### src/rtl/cond_pkg.sv
// cond_pkg
// Shared definitions for the ARM-style conditional execution unit.
//   cond_e       : 4-bit ARM condition field encodings (EQ..AL, NV = illegal)
//   FLAG_N..V    : bit positions of each flag inside the {N,Z,C,V} vector
//   SQUASH_CNT_W : width of the optional squashed-instruction counter
//                  (present only when COND_STATS_EN is defined)
package cond_pkg;

   typedef enum logic [3:0] {
      EQ = 4'h0,
      NE = 4'h1,
      CS = 4'h2,
      CC = 4'h3,
      MI = 4'h4,
      PL = 4'h5,
      VS = 4'h6,
      VC = 4'h7,
      HI = 4'h8,
      LS = 4'h9,
      GE = 4'hA,
      LT = 4'hB,
      GT = 4'hC,
      LE = 4'hD,
      AL = 4'hE,
      NV = 4'hF
   } cond_e;

   localparam int FLAG_N = 3;
   localparam int FLAG_Z = 2;
   localparam int FLAG_C = 1;
   localparam int FLAG_V = 0;

   localparam int SQUASH_CNT_W = 16;

endpackage

### src/rtl/cond_check.sv
// cond_check
// Pure combinational evaluator: decides whether an ARM condition field
// passes against a given {N,Z,C,V} flag vector.
// Ports:
//   Cond   in  [3:0] condition field (Instr[31:28])
//   Flags  in  [3:0] flag vector {N,Z,C,V}
//   CondEx out       1 when the condition passes; always 0 for NV (4'hF)
module cond_check
   import cond_pkg::*;
(
   input  logic [3:0] Cond,
   input  logic [3:0] Flags,
   output logic       CondEx
);

   cond_e condCode;
   logic  flagN;
   logic  flagZ;
   logic  flagC;
   logic  flagV;
   logic  signedGe;

   assign condCode = cond_e'(Cond);
   assign flagN    = Flags[FLAG_N];
   assign flagZ    = Flags[FLAG_Z];
   assign flagC    = Flags[FLAG_C];
   assign flagV    = Flags[FLAG_V];
   assign signedGe = (flagN == flagV);

   // Standard ARM condition table. NV is the reserved encoding and never
   // passes, so it falls through to the default of 0.
   always_comb begin
      CondEx = 1'b0;
      case (condCode)
         EQ:      CondEx = flagZ;
         NE:      CondEx = ~flagZ;
         CS:      CondEx = flagC;
         CC:      CondEx = ~flagC;
         MI:      CondEx = flagN;
         PL:      CondEx = ~flagN;
         VS:      CondEx = flagV;
         VC:      CondEx = ~flagV;
         HI:      CondEx = flagC & ~flagZ;
         LS:      CondEx = ~flagC | flagZ;
         GE:      CondEx = signedGe;
         LT:      CondEx = ~signedGe;
         GT:      CondEx = ~flagZ & signedGe;
         LE:      CondEx = flagZ | ~signedGe;
         AL:      CondEx = 1'b1;
         default: CondEx = 1'b0;
      endcase
   end

endmodule

### src/rtl/cond_unit.sv
// cond_unit
// Conditional execution unit: holds the architectural {N,Z,C,V} flags,
// evaluates the instruction condition against them and gates the decoder's
// write requests.
// Optional feature macro: COND_STATS_EN adds a saturating SquashCount of
// instructions that were presented (en = 1) but failed their condition.
// Ports:
//   clk, reset_n          clock (rising edge), async active-low reset
//   en                    instruction valid / advance (0 = stall)
//   Cond[3:0]             condition field
//   ALUFlags[3:0]         ALU result flags {N,Z,C,V}
//   FlagW[1:0]            bit1 writes N,Z ; bit0 writes C,V
//   PCS, RegW, MemW       decoder write requests
//   NoWrite               suppresses the register write (compare ops)
//   PCSrc, RegWrite,
//   MemWrite              gated write enables
//   CondEx                condition passed against the registered flags
//   CondIllegal           NV condition seen while en = 1
//   Flags[3:0]            architectural flag register
//   SquashCount[15:0]     squashed-instruction count (COND_STATS_EN only)
module cond_unit
   import cond_pkg::*;
(
   input  logic                    clk,
   input  logic                    reset_n,
   input  logic                    en,
   input  logic [3:0]              Cond,
   input  logic [3:0]              ALUFlags,
   input  logic [1:0]              FlagW,
   input  logic                    PCS,
   input  logic                    RegW,
   input  logic                    MemW,
   input  logic                    NoWrite,
   output logic                    PCSrc,
   output logic                    RegWrite,
   output logic                    MemWrite,
   output logic                    CondEx,
   output logic                    CondIllegal,
   output logic [3:0]              Flags
`ifdef COND_STATS_EN
   ,
   output logic [SQUASH_CNT_W-1:0] SquashCount
`endif
);

   logic [3:0] flagsQ;
   logic       condPass;
   logic       advance;

   // The condition is always judged against the registered flags, so an
   // instruction's own ALU result can only affect the next instruction.
   cond_check u_check (
      .Cond   (Cond),
      .Flags  (flagsQ),
      .CondEx (condPass)
   );

   assign advance     = en & condPass;
   assign CondEx      = condPass;
   assign CondIllegal = en & (Cond == NV);
   assign PCSrc       = advance & PCS;
   assign RegWrite    = advance & RegW & ~NoWrite;
   assign MemWrite    = advance & MemW;
   assign Flags       = flagsQ;

   // Flag register: N,Z and C,V are separate write groups so an instruction
   // that only sets carry/overflow leaves N,Z intact. A failed or stalled
   // instruction never touches the flags. The asynchronous clear also drops
   // any load that was set up for the next edge.
   always_ff @(posedge clk or negedge reset_n) begin
      if (!reset_n) begin
         flagsQ <= 4'b0000;
      end else begin
         if (advance & FlagW[1]) begin
            flagsQ[FLAG_N:FLAG_Z] <= ALUFlags[FLAG_N:FLAG_Z];
         end
         if (advance & FlagW[0]) begin
            flagsQ[FLAG_C:FLAG_V] <= ALUFlags[FLAG_C:FLAG_V];
         end
      end
   end

`ifdef COND_STATS_EN
   logic [SQUASH_CNT_W-1:0] squashCnt;

   // Counts every presented instruction whose condition failed, which
   // includes the illegal NV encoding. Sticks at all-ones instead of wrapping.
   always_ff @(posedge clk or negedge reset_n) begin
      if (!reset_n) begin
         squashCnt <= '0;
      end else if (en & ~condPass & (squashCnt != {SQUASH_CNT_W{1'b1}})) begin
         squashCnt <= squashCnt + 1'b1;
      end
   end

   assign SquashCount = squashCnt;
`endif

endmodule

### config.mk
export PLATFORM = sky130hd
export DESIGN_NAME = cond_unit
export DESIGN_NICKNAME = d
export VERILOG_FILES = /design/src/rtl/cond_pkg.sv /design/src/rtl/cond_check.sv /design/src/rtl/cond_unit.sv
export SDC_FILE = /design/constraint.sdc
export NUM_CORES = 1
export LEC_CHECK = 0
export ABC_CLOCK_PERIOD_IN_PS = 2400
export CAP_MARGIN = 20
export CELL_PAD_IN_SITES_DETAIL_PLACEMENT = 0
export CELL_PAD_IN_SITES_GLOBAL_PLACEMENT = 1
export CORE_MARGIN = 2
export CORE_UTILIZATION = 21
export CTS_CLUSTER_DIAMETER = 60
export CTS_CLUSTER_SIZE = 12
export DETAILED_ROUTE_END_ITERATION = 10
export HOLD_SLACK_MARGIN = 0.1
export PLACE_DENSITY_LB_ADDON = 0.12
export SKIP_CTS_REPAIR_TIMING = 1
export SLEW_MARGIN = 20
export SYNTH_ARGS = -nofsm -noshare
export SYNTH_HDL_FRONTEND = slang
export SYNTH_SLANG_ARGS = --single-unit
### constraint.sdc
create_clock -name clk -period 2.4 [get_ports clk]
set_input_delay 0.48 -clock clk [delete_from_list [all_inputs] [get_ports clk]]
set_output_delay 0.48 -clock clk [all_outputs]
set_load 0.02 [all_outputs]
Yosys cells after proc, flatten, opt, wreduce, memory -nomap -nowiden
Cells that the tools add are included.
W data, S select, Z words.

storage, ports and cells
  bits in registers = 4
  input bits = 17
  output and inout port bits = 9
  word-level logic and storage cells = 38

cells by class
  equal/unequal tests = 16
  muxes and demuxes = 1
  bitwise operators = 18
  reductions and logical operators = 1

operators by type and width
  cell                  count
  $eq A4 B4 Y1 const B  8
  $eq A4 B3 Y1 const B  4
  $pmux W1 S15          1
  $and A1 B1 Y1         10
  $eq A4 B2 Y1 const B  2
  $not A1 Y1            6
  $eq A4 B1 Y1 const B  1
  $logic_not A4 Y1      1
  $or A1 B1 Y1          2
  $eq A1 B1 Y1          1

Depth between registers and ports, before layout
  word-level depth = 7
  mapped depth = 8
  mapped depth without buffers = 6

By module
From an unflattened synthesis, not the netlist that was laid out.

unflattened totals
  cells, all modules = 44
  area, all modules = 386.6 um2

by module, submodules not included
  module      instances  cells each  area an instance (um2)  seq. area each (um2)
  cond_check  1          28          193.9                   0.0
  cond_unit   1          16          192.7                   100.1

Worst setup path before layout
Ideal clock, no wire load.

  path type = input to output
  from = in Cond[3]
  to = out MemWrite
  data arrival time = 1,973 ps
  required time = 1,920 ps
  slack = -53 ps
  cell stages on the path = 7
  buffers on the path = 2
  cell sequence = buf_2 -> or3b_1 -> nor3_1 -> a41o_1 -> or4_1 -> buf_2 -> and3_1

between the ends
  word-level cells in the longest chain between the ends = 4
  elaborated cells on any way between the ends = 18
  classes of those cells = 14 x eq/ne; 1 x mux; 2 x bitwise; 1 x reduce/logical

ends and longest elaborated chain
  element                               RTL line          source
  from (decl)                           cond_unit.sv:27   input logic [3:0] Cond,
  $eq A4 B4 Y1 (tied with other cells)  cond_check.sv:34  case (condCode)
  $pmux W1 S15 (*)                      cond_check.sv:34
  named net CondEx                      cond_unit.sv:37   output logic CondEx,
  $and A1 B1 Y1 (*)                     cond_unit.sv:58   assign advance = en & condPass;
  $and A1 B1 Y1 (*)                     cond_unit.sv:63   assign MemWrite = advance & MemW;
  to (decl)                             cond_unit.sv:36   output logic MemWrite,

The timed path passes the listed nets; every way through them passes the cells marked *.

Final worst setup path
  from = reg flagsQ[0] (netlist: Flags[0])
  to = out RegWrite

between the ends
  word-level cells in the longest chain between the ends = 7
  elaborated cells on any way between the ends = 9
  classes of those cells = 1 x eq/ne; 1 x mux; 7 x bitwise

ends and longest elaborated chain
  element                            RTL line                            source
  from (decl)                        cond_unit.sv:46                     logic [3:0] flagsQ;
  from (signal, indexed assignment)  cond_unit.sv:75                     flagsQ[FLAG_N:FLAG_Z] <= ALUFlags[FLAG_N:FLAG_Z];
  from (signal, indexed assignment)  cond_unit.sv:78                     flagsQ[FLAG_C:FLAG_V] <= ALUFlags[FLAG_C:FLAG_V];
  $eq A1 B1 Y1                       cond_check.sv:28                    assign signedGe = (flagN == flagV);
  $not A1 Y1                         cond_check.sv:46, cond_check.sv:48
  $or A1 B1 Y1                       cond_check.sv:48                    LE: CondEx = flagZ | ~signedGe;
  $pmux W1 S15 (*)                   cond_check.sv:34
  $and A1 B1 Y1 (*)                  cond_unit.sv:58
  $and A1 B1 Y1 (*) (2 in a row)     cond_unit.sv:62                     assign RegWrite = advance & RegW & ~NoWrite;
  to (decl)                          cond_unit.sv:35                     output logic RegWrite,

Every way passes the cells marked *; elsewhere a longest branch is shown, timed or not.

==> impl_metrics.tcl <==
set metrics [dict create \
    synth-warning-count 0 \
    diodes 0 \
    via_count 545 \
    critPathLaunchType "flip-flop" \
    cts_tree "built" \
    tightest_slew_ps 276.6 \
    syn_nets 68 \
    largest_register_ffs 4 \
    cpPeakStageDelay_ps 570 \
    crit_buf_inv 1 \
    grt_max_degree 12 \
    io_buffers 25 \
    p_sw_frac 0.3661 \
    ys_seq_area_frac 0.2367 \
    power.switching_mw 0.2899 \
    rsz0062_at_grt "true" \
    p_leak_nw 0.4519 \
    p_int_mw 0.5019 \
    routedWlPerCell_um 10.88 \
    path_max_fanout 4 \
    fin_skew_ps 1.327 \
    ys_ff_latch 4 \
    grt_pass1_vias 507 \
    fillers 211 \
    cts_sinks 4 \
    dpl.hpwl_um 1047 \
    hold_viol_final 0 \
    viasPerCell 4.467 \
    ir_worst_vdd_mv 0.4685 \
    final_nets 114 \
    slew_headroom 0.8143 \
    cts_made_buffers 3 \
    rows 16 \
    first_pass_iters 1 \
    drc 0 \
    syn_area_um2 422.9 \
    crit_required_ps 1920 \
    gr-usage-all-layers 0.1113 \
    maxCapViolCount 0 \
    grt-ovfl-total 0 \
    setup_slack_ps -204.8 \
    antenna_found_initial 0 \
    cts.clk_slew.worst_paths_ps 40 \
    cts-root-buf "clkbuf_4" \
    wl_um 1327 \
    clock.fmax_ghz 0.3839 \
    finalCriticalPeriod_ps 2605 \
    die_width_um 48.88 \
    worstSetupEndpointType "output pin" \
    area_growth_pct 120.4 \
    synth.avg_cell_area_um2 8.292 \
    critPathKind "flip-flop to output pin" \
    cpLargestDelayFamily "simple AND/OR/NAND/NOR gates" \
    stdcell_count 122 \
    seqPwrFrac 0.201 \
    clockBufferDepth 2 \
    dp.cells 115 \
    min_period_over_period 1.085 \
    pwr-share-comb 0.695 \
    power_mw 0.7917 \
    status "finished with violations" \
    ioPinCount 26 \
    worstPathArrival_ps 2120 \
    core_area_mm2 0.001922 \
    fp.dieArea_mm2 0.002389 \
    cts_max_level 1 \
    die_y_um 48.88 \
    gp_congestion 0.7865 \
    violations "setup timing" \
    clk_latency_ps 230 \
    drt_iter0_markers 0 \
    yosysUniqueCellTypes 28 \
    critPathSlowestCell "or4_4" \
    drive_above_1_share 0.4421 \
    hold_path.class "primary input to asynchronous set/reset pin" \
    power_density_mw_per_mm2 849.4 \
    setup_violations 8 \
    drv_slew 0 \
    clockPowerShare 0.104 \
    start_util 0.2201 \
    grt_pass1_wl_um 2097 \
    syn_inst 51 \
    crit_chain "xnor2_2 > mux2i_1 > a311oi_1 > or4_4 > and4b_2 > buf_6" \
    ant_nets 0 \
]
## area by class of cell
cell class | count | area [um2] | area share
multi-input combinational | 39 | 347.8 | 0.3732
inverter | 4 | 15.01 | 0.01611
tap | 27 | 33.78 | 0.03624
clock buffer | 3 | 22.52 | 0.02416
sequential | 4 | 102.6 | 0.1101
timing repair buffer | 45 | 410.4 | 0.4403
## path summary, 6_finish.rpt
| path | start | endpoint | cells past startpoint | slack, ps |
|---|---|---|---|---|
| worst max-delay path | Flags[0] | RegWrite | 6 | -200 |
| worst min-delay path | reset_n | Flags[1] | 1 | 450 |
| worst max register to register | Flags[0] | Flags[2] | 9 | -20 |
| worst min register to register | Flags[1] | Flags[1] | 2 | 680 |
| max in group asynchronous | reset_n | Flags[3] | 1 | 1770 |
| min in group clk | Flags[1] | Flags[1] | 2 | 680 |
## per-layer routing
metal / part of all wire / up-vias / GRT usage
li1: - / 279 / -
met1: 0.43 / 257 / 0.1396
met2: 0.55 / 9 / 0.1872
met3: 0.023 / 0 / 0.01227
met4: 0 / 0 / 0.05714
met5: 0 / - / 0
## synth_stat cells
cell type	number	area, um2
or4_1	1	7.510
dfrtp_1	4	100.1
a21oi_1	3	15.01
and3_1	3	18.77
or3b_1	1	8.760
nor2_1	2	7.510
xor2_1	2	17.52
nor3b_1	2	15.01
nand3_2	2	20.02
o32ai_1	1	8.760
o22ai_1	1	6.260
clkbuf_1	1	3.750
mux2i_1	1	10.01
nand2b_1	1	6.260
inv_1	4	15.01
a311oi_1	1	8.760
mux2_1	4	45.04
nand3_1	3	15.01
nor4bb_1	1	10.01
a41o_1	2	20.02
and4b_1	1	10.01
xnor2_1	1	8.760
o21ai_1	1	5.000
nor3_1	1	5.000
o21ai_0	1	5.000
buf_2	3	15.01
nand2_1	2	7.510
nand3b_1	1	7.510
## cells by family (layout without fill, tap and decap cells)
group | Yosys count | after routing | synth area share
muxes | 5 | 5 | 0.1302
AOI/OAI and AO/OA | 10 | 10 | 0.1627
xor gates and xnor gates | 3 | 3 | 0.06214
and+or+nand+nor | 21 | 21 | 0.3284
buffers and inverters | 8 | 52 | 0.07985
DFF | 4 | 4 | 0.2367
## worst register-to-register path, delay by kind of cell (launching register included)
family / cells / cell delay (ps)
buffers and inverters: 3 / 410
and+or+nand+nor: 2 / 660
xor gates and xnor gates: 1 / 170
muxes: 2 / 500
DFF: 1 / 440
AOI/OAI and AO/OA: 1 / 120
## per-stage QoR
step | worst slack, ps | cell area [um2] | hold WS [ps] | util | TNS [ps]
2_1_floorplan | -25.15 | 447.9 | 184.4 | - | -25.15
3_3_place_gp | -994.6 | 819.5 | 640.1 | 0.4264 | -5843
3_5_place_dp | -996.3 | 819.5 | 654.5 | 0.4264 | -5852
4_1_cts | -995.0 | 842.1 | 448.2 | 0.4382 | -4853
5_1_grt | -276.5 | 932.1 | 459.5 | 0.4850 | -1235
6_report | -204.8 | 932.1 | 449.7 | 0.4850 | -742.4
## power by group through the flow
stage | logic [mW] | registers [mW] | clock network [mW]
2_1_floorplan | 0.169 | 0.193 | 0
3_3_place_gp | 0.449 | 0.152 | 0
3_5_place_dp | 0.449 | 0.150 | 0
4_1_cts | 0.451 | 0.149 | 0.0872
5_1_grt | 0.588 | 0.168 | 0.0904
6_report | 0.550 | 0.159 | 0.0826
## cell usage in the layout, fill, tap and decap left out, drive strengths merged
cell / count
buf: 24
clkdlybuf4s50: 17
nand3: 5
inv: 4
mux2: 4
clkbuf: 4
dfrtp: 4
a21oi: 3
dlymetal6s2s: 3
and3: 3
a41o: 2
xor2: 2
nor3b: 2
nand2: 2
nor2: 2
o21ai: 2
nand3b: 1
nand2b: 1
or3b: 1
nor3: 1
o32ai: 1
nor4bb: 1
xnor2: 1
mux2i: 1
a311oi: 1
o22ai: 1
or4: 1
and4b: 1
Note: power is estimated with default switching activity, not from simulation.
